**src/rtl/disp_scheduler.sv**
```systemverilog
// Round-robin time-sharing of one 7-segment display path among N_REQ requesters.
// Each grant is held for HOLD_CYCLES clocks or ended early by advance or an owner drop.
module disp_scheduler #(
  parameter int unsigned N_REQ       = 4,
  parameter int unsigned HOLD_CYCLES = 50_000_000
) (
  input  logic                           clk,
  input  logic                           reset_n,
  input  logic [N_REQ-1:0]               req,
  input  logic [N_REQ-1:0]               hex_mode,
  input  logic [8*N_REQ-1:0]             data,
  input  logic                           advance,
  output logic [N_REQ-1:0]               grant,
  output logic [7:0]                     disp_val,
  output logic                           disp_hex,
  output logic                           disp_en,
  output logic [$clog2(HOLD_CYCLES)-1:0] dwell_cnt
);

  localparam int unsigned IdxW = $clog2(N_REQ);
  localparam int unsigned CntW = $clog2(HOLD_CYCLES);
  localparam logic [CntW-1:0]  CntLast = CntW'(HOLD_CYCLES - 1);
  localparam logic [N_REQ-1:0] OneHot0 = N_REQ'(1);

  typedef enum logic [0:0] {StIdle, StShow} state_e;

  state_e          state_q;
  logic [IdxW-1:0] ptr_q;
  logic [IdxW-1:0] win_idx;
  logic [IdxW-1:0] cand;
  logic            win_found;
  logic            dwell_end;
  int unsigned     idx;

  // Scan upward from ptr_q+1; in SHOW ptr_q is the owner, so it naturally ranks last.
  always_comb begin
    win_found = 1'b0;
    win_idx   = ptr_q;
    idx       = 0;
    cand      = '0;
    for (int unsigned k = 1; k <= N_REQ; k++) begin
      idx  = (int'(ptr_q) + k) % N_REQ;
      cand = IdxW'(idx);
      if (!win_found && req[cand]) begin
        win_found = 1'b1;
        win_idx   = cand;
      end
    end
  end

  assign dwell_end = (dwell_cnt == CntLast) || advance || !req[ptr_q];

  always_ff @(posedge clk or negedge reset_n) begin
    if (!reset_n) begin
      state_q   <= StIdle;
      ptr_q     <= IdxW'(N_REQ - 1);
      grant     <= '0;
      disp_val  <= '0;
      disp_hex  <= 1'b0;
      disp_en   <= 1'b0;
      dwell_cnt <= '0;
    end else if (state_q == StShow && !dwell_end) begin
      dwell_cnt <= dwell_cnt + CntW'(1);
      disp_val  <= data[{ptr_q, 3'b000} +: 8];
      disp_hex  <= hex_mode[ptr_q];
    end else if (win_found) begin
      // Fresh grant from IDLE or a single re-arbitration at end of dwell.
      state_q   <= StShow;
      ptr_q     <= win_idx;
      grant     <= OneHot0 << win_idx;
      disp_val  <= data[{win_idx, 3'b000} +: 8];
      disp_hex  <= hex_mode[win_idx];
      disp_en   <= 1'b1;
      dwell_cnt <= '0;
    end else begin
      state_q   <= StIdle;
      grant     <= '0;
      disp_en   <= 1'b0;
      dwell_cnt <= '0;
    end
  end

endmodule

```
**config.mk**
```make
export PLATFORM = sky130hd
export DESIGN_NAME = disp_scheduler
export DESIGN_NICKNAME = d
export VERILOG_FILES = /design/src/rtl/disp_scheduler.sv
export SDC_FILE = /design/constraint.sdc
export NUM_CORES = 1
export LEC_CHECK = 0
export CORE_ASPECT_RATIO = 2
export CORE_MARGIN = 10
export CORE_UTILIZATION = 49
export DETAILED_ROUTE_END_ITERATION = 8
export MAX_ROUTING_LAYER = met4
export PLACE_DENSITY = 0.86
export SETUP_SLACK_MARGIN = 0.4
export SYNTH_ARGS = -nofsm -noshare
export SYNTH_HDL_FRONTEND = slang
export SYNTH_SLANG_ARGS = --single-unit
```
**constraint.sdc**
```tcl
create_clock -name clk -period 6.5 [get_ports clk]
set_input_delay 0.975 -clock clk [delete_from_list [all_inputs] [get_ports clk]]
set_output_delay 0.975 -clock clk [all_outputs]
set_load 0.005 [all_outputs]
```
==> results of run 1 <==
[flip-flops by register name, summed over array words and instances (netlist names)]
register   flops
grant          4
ptr_q          2
disp_val       8
dwell_cnt     26
disp_hex       1
state_q        1
[worst min path at each step]
stage,to,startpoint
2_1_floorplan,grant[2],grant[2]
3_3_place_gp,grant[2],grant[2]
3_5_place_dp,grant[0],grant[0]
4_1_cts,grant[3],grant[3]
5_1_grt,grant[3],grant[3]
6_report,grant[2],grant[2]
[routing by layer]
layer  vias to the layer above  track usage [%]  share of wire, %
met2                        83             29.7                55
met1                      1008             17.3                36
met5                         -                -                 0
met3                        10             5.34               7.4
li1                       1012                -                 -
met4                         0             5.46               1.7
[power by group]
| part | internal (W) | switching, W | leakage [nW] |
|---|---|---|---|
| registers | 0.000316 | 0.0000440 | 0.548 |
| logic | 0.000204 | 0.000182 | 0.733 |
| clock network | 0.000154 | 0.0000950 | 0.0683 |
| total | 0.000674 | 0.000321 | 1.35 |
[through the flow]
| stage | instances | utilization, % |
|---|---|---|
| after floorplan | 232 | - |
| after global placement | 361 | 68.3 |
| after detailed placement | 361 | 68.3 |
| after CTS | 369 | 71.2 |
| after global routing | 369 | 71.2 |
| final | 369 | 71.2 |
[area by class of cell]
cell class	count	area, um^2
clock buffer	5	68.8
clock inverter	3	68.8
fill	386	1340
inverter	5	18.8
multi-input combinational	177	1210
sequential	42	1050
tap	55	68.8
timing repair buffer	82	816
[cell usage after synthesis (2+ instances only)]
| master | instances |
|---|---|
| nand2_1 | 14 |
| or3_1 | 4 |
| xnor2_1 | 6 |
| clkbuf_1 | 4 |
| nor3_1 | 6 |
| o21ai_0 | 6 |
| inv_1 | 5 |
| a211oi_1 | 8 |
| a221oi_1 | 7 |
| and2_1 | 2 |
| and2b_1 | 8 |
| buf_6 | 3 |
| and3_1 | 3 |
| dfstp_2 | 2 |
| nor4_1 | 2 |
| a21o_1 | 3 |
| nand4_1 | 5 |
| dfrtp_1 | 40 |
| and4_1 | 3 |
| xor2_1 | 14 |
| a22o_1 | 2 |
| mux2i_1 | 12 |
| nor2_1 | 32 |
| nand3_1 | 13 |
| mux4_1 | 2 |
| a21oi_1 | 7 |
[cell families after synthesis]
group,synth area share (%)
and+or+nand+nor,22.5
AOI/OAI and AO/OA,13.3
DFF,44.9
xor gates and xnor gates,7.46
muxes,7.83
buffers and inverters,3.52
adders and majority gates,0.533
[worst reg2reg max path, cell delays in order, from the launching register on]
cell	delay (ns)
dfrtp_1	0.45
ha_1	0.32
nand2_1	0.15
nor4_4	0.40
a21o_1	0.73
a21o_1	0.65
mux2i_1	0.18
a211oi_1	0.28
==> out/results.txt, run 1 <==
Cell area after layout -> 3310 um^2
Achievable frequency -> 269 MHz
Worst vdd ir -> 0.264 mV
Place WS -> 2.43 ns
Min Tclk post-route -> 3.72 ns
Synth warnings -> 0
Core area -> 4640 um^2
TritonCTS clock tree -> built
FF-to-FF End -> disp_val[2]
GR Overflow Total -> 0
Syn Nets -> 276
Worst path most repeated cell -> a21o_1
Final wirelength -> 6.46 mm
Die area -> 8130 um^2
Critical path's top delay family -> compound AO/OA/AOI/OAI gates
Detailed placer's ending HPWL -> 5.20 mm
Critical Path Start -> req[3]
Hold Path Depth -> 2
Setup Buffers After CTS -> 0
Htree depth -> 2
Setup WS post-layout -> 2.78 ns
Post-cts hold buffer count -> 0
Clk buf depth -> 2
Crit-path cells -> clkdlybuf4s50_1 -> mux4_1 -> nand3b_2 -> a21o_1 -> a21o_1 -> mux2i_1 -> a211oi_1
Vias -> 2113
Mapped cell area -> 2350 um^2
RSZ-0062 raised after global routing -> no
Vias in the first global route -> 2262
Ys flop type -> dfrtp_1
Worst min-delay path class -> reg2reg
Mean post-synth cell area -> 10.1 um^2
Setup TNS -> 0 ns
Clock Sinks -> 42
1st-iter DRT viols -> 102
Tcrit/Tclk final -> 57.2%
R2R Path Start -> dwell_cnt[0]
Netlist cell types -> 45
Worst reg-to-reg setup slack -> 3.25 ns
Initial core utilization -> 50.6%
Run status -> completed
Hold Fails Final Rpt -> 0
Area delta synth->final -> 40.8%
Pwr/cell area -> 301 nW/um^2
Cts repair resizes -> 0
Most frequent cells in the layout -> 81 x clkdlybuf4s50_1, 40 x dfrtp_1, 32 x nor2_1
Dpl cell area -> 3170 um^2
Synth top area cells -> dfrtp_1 43%, xor2_1 5.2%, mux2i_1 5.1%
Synthesis-stage register bit count -> 42
Layout cell share with drive strength beyond 1 -> 5.73%
Final Total Pwr -> 0.000995 W
Data arrival time of the critical path -> 3.92 ns
Clock Latency Late Sink -> 0.30 ns
Post-synth top area share -> 42.6%
Final setup skew -> 0.00543 ns
Final-report max-slew violation count -> 0
Rows -> 35
Worst slew pin tran -> 0.927 ns
Buf+Inv Stages, Crit Path -> 1
Port-buffer cells -> 82
First-pass iteration count of the detailed router -> 4
Worst-path fanout max -> 27
Via/cell ratio -> 5.73
CP Depth -> 7
Ant diodes -> 0
Commonest non-fill, non-tap cell in the layout -> clkdlybuf4s50_1
Worst r2r path cells -> 7
Hold slack -> 0.513 ns
GRT Util Overall -> 17.2%
Largest net degree at the start of global routing -> 43
CTS Buf Count -> 5
Routability Congestion -> 0.784
CTS clk-pin slew, worst paths -> 0.08 ns
Synth Instances -> 232
First-pass GRT wire length -> 10.9 mm
Initial antenna violation count -> 0
Crit path required time -> 6.70 ns
Register area share after synthesis -> 44.9%
IO Count -> 83
Setup crit end -> disp_val[2]
Root Buffer -> clkbuf_8
# setup viols final -> 0
Chip height -> 118 um
DRC violations left -> 0
Per-cell routed wire length -> 17.5 um
Cell taking the most area after synthesis -> dfrtp_1
Synth async-reset ratio -> 100%
Max_cap viols -> 0
Worst setup EP type -> flip-flop
Post-synth EDFFs -> 0
Relative slew slack -> 38.2%
Final #Nets -> 357
Final ANT Viol Nets -> 0
CP max stage cell -> a21o_1
Static leakage -> 1.35 nW
Critical path class -> in2reg
Crit path largest cell delay -> 0.65 ns
Chip Width -> 69.0 um
Worst setup SP type -> input pin
No activity file was read; power rests on OpenSTA's default activity.
==> run 2, diff against run 1 <==
CORE_UTILIZATION = 45   (was 49)
PLACE_DENSITY = 0.8   (was 0.86)
clock period = 3.5 ns   (was 6.5 ns; I/O delays follow)
==> run 2 against run 1 <==
Via count increased by 1.4%; total power increased by 83%; register-to-register slack got worse by 2.5 ns; critical path type unchanged; clock power increased by 58%; highest routed layer unchanged; first-iteration DRC count decreased by 44%; clock skew increased by 0.0022 ns; largest cell class unchanged.
==> out/results.txt, run 2 (same netlist as run 1, synthesis figures left out) <==
Worst vdd ir -> 0.437 mV (+65%)
Per-cell routed wire length -> 18.1 um (+3.6%)
Setup Buffers After CTS -> 0 (unchanged)
Worst path most repeated cell -> a21o_1
Final Total Pwr -> 0.00182 W (+83%)
Final wirelength -> 6.84 mm (+5.9%)
Most frequent cells in the layout -> 81 x clkdlybuf4s50_1, 40 x dfrtp_1, 32 x nor2_1
DRC violations left -> 0 (unchanged)
Critical Path Start -> req[3]
First-pass iteration count of the detailed router -> 4 (unchanged)
Port-buffer cells -> 82 (unchanged)
Worst setup SP type -> input pin
Crit path largest cell delay -> 0.53 ns (-0.12 ns)
Worst-path fanout max -> 10 (-63%)
Min Tclk post-route -> 2.72 ns
Critical path's top delay family -> compound AO/OA/AOI/OAI gates
Detailed placer's ending HPWL -> 5.63 mm (+8.2%)
First-pass GRT wire length -> 11.2 mm (+2.7%)
Cts repair resizes -> 0 (unchanged)
Largest net degree at the start of global routing -> 43 (unchanged)
IO Count -> 83 (unchanged)
Pwr/cell area -> 548 nW/um^2 (+82%)
Initial core utilization -> 46.1% (-4.5 points)
Initial antenna violation count -> 0 (unchanged)
Htree depth -> 2 (unchanged)
Routability Congestion -> 0.859 (+9.6%)
Critical path class -> in2reg
Post-cts hold buffer count -> 0 (unchanged)
Crit-path cells -> clkdlybuf4s50_1 -> mux4_1 -> nand3b_2 -> a21o_1 -> a21o_1 -> buf_4 -> mux2i_1 -> a211oi_1
Ant diodes -> 0 (unchanged)
Root Buffer -> clkbuf_8
Static leakage -> 1.36 nW (+1.1%)
GRT Util Overall -> 16.3% (-0.90 points)
Top reg by flops -> dwell_cnt
Crit path required time -> 3.65 ns (-3.05 ns)
Setup WS post-layout -> 0.776 ns (-2.01 ns)
Cell Count Post-Placement -> 369 (+2.2%)
GR Overflow Total -> 0 (unchanged)
Chip height -> 122 um (+3.6%)
CTS Buf Count -> 5 (unchanged)
Top flop regs -> dwell_cnt: 26 flops, disp_val: 8 flops, grant: 4 flops
TritonCTS clock tree -> built
Place WS -> 0.449 ns (-1.98 ns)
Fillers -> 444 (+15%)
R2R Path Start -> dwell_cnt[0]
Vias in the first global route -> 2292 (+1.3%)
Final-report max-slew violation count -> 0 (unchanged)
Via/cell ratio -> 5.68 (-0.73%)
1st-iter DRT viols -> 57 (-44%)
Hold slack -> 0.360 ns (-0.153 ns)
Non-Filler Instances -> 377 (+2.2%)
Core area -> 5090 um^2 (+9.7%)
Final ANT Viol Nets -> 0 (unchanged)
Vias -> 2143 (+1.4%)
Achievable frequency -> 367 MHz
Final #Nets -> 362 (+1.4%)
CTS clk-pin slew, worst paths -> 0.08 ns (about the same)
Layout cell share with drive strength beyond 1 -> 6.90% (+1.2 points)
Die area -> 8680 um^2 (+6.8%)
Clock Sinks -> 42 (unchanged)
Max reg flops -> 26 (unchanged)
Area delta synth->final -> 41.7%
Setup TNS -> 0 ns (unchanged)
Clk buf depth -> 2 (unchanged)
Final setup skew -> 0.00759 ns (+0.00215 ns)
Data arrival time of the critical path -> 2.87 ns (-1.05 ns)
Buf+Inv Stages, Crit Path -> 2 (+1)
Commonest non-fill, non-tap cell in the layout -> clkdlybuf4s50_1
Rows -> 37 (+5.7%)
Max_cap viols -> 0 (unchanged)
CP max stage cell -> mux4_1
Clock Latency Late Sink -> 0.29 ns (about the same)
Chip Width -> 71.1 um (+3.1%)
Worst setup EP type -> flip-flop
Worst min-delay path class -> in2async
Worst slew pin tran -> 0.911 ns (-0.0167 ns)
Relative slew slack -> 39.3% (+1.1 points)
Run status -> completed
RSZ-0062 raised after global routing -> no
# setup viols final -> 0 (unchanged)
Hold Fails Final Rpt -> 0 (unchanged)
Tcrit/Tclk final -> 77.8%
[run 2: power by group]
part | switching, W | total [W] | internal, W
clock network | 0.000161 | 0.000394 | 0.000233
registers | 0.0000857 | 0.000673 | 0.000587
logic | 0.000354 | 0.000757 | 0.000403
total | 0.000601 | 0.00182 | 0.00122
[run 2: area by class of cell]
type | count | area, um^2 | area share, %
clock buffer | 7 | 86.3 | 2.59
clock inverter | 1 | 30.0 | 0.903
tap | 58 | 72.6 | 2.18
sequential | 42 | 1050 | 31.7
multi-input combinational | 177 | 1210 | 36.4
timing repair buffer | 87 | 853 | 25.6
inverter | 5 | 18.8 | 0.564
[run 2: final timing paths]
kind | slack, ns | endpoint | cells after the start
max | 0.78 | disp_val[1] | 8
min | 0.36 | dwell_cnt[5] | 1
max reg2reg | 0.79 | disp_val[1] | 8
min reg2reg | 0.50 | grant[2] | 2
max in group asynchronous | 2.56 | dwell_cnt[19] | 1
min in group clk | 0.50 | grant[2] | 2
[run 2: routing by layer]
layer	share of wire (%)	GRT usage, %	vias to the layer above
li1	-	-	1019
met1	33	14.4	1033
met2	58	31.0	76
met3	6.2	4.72	15
met4	2.2	6.69	0
met5	0	-	-
[run 2: per-stage QoR]
step                      util, %  area (um^2)
after global routing         65.3         3330
after global placement       63.0         3210
final                        65.3         3330
after CTS                    65.3         3330
after floorplan                 -         2350
after detailed placement     63.0         3210
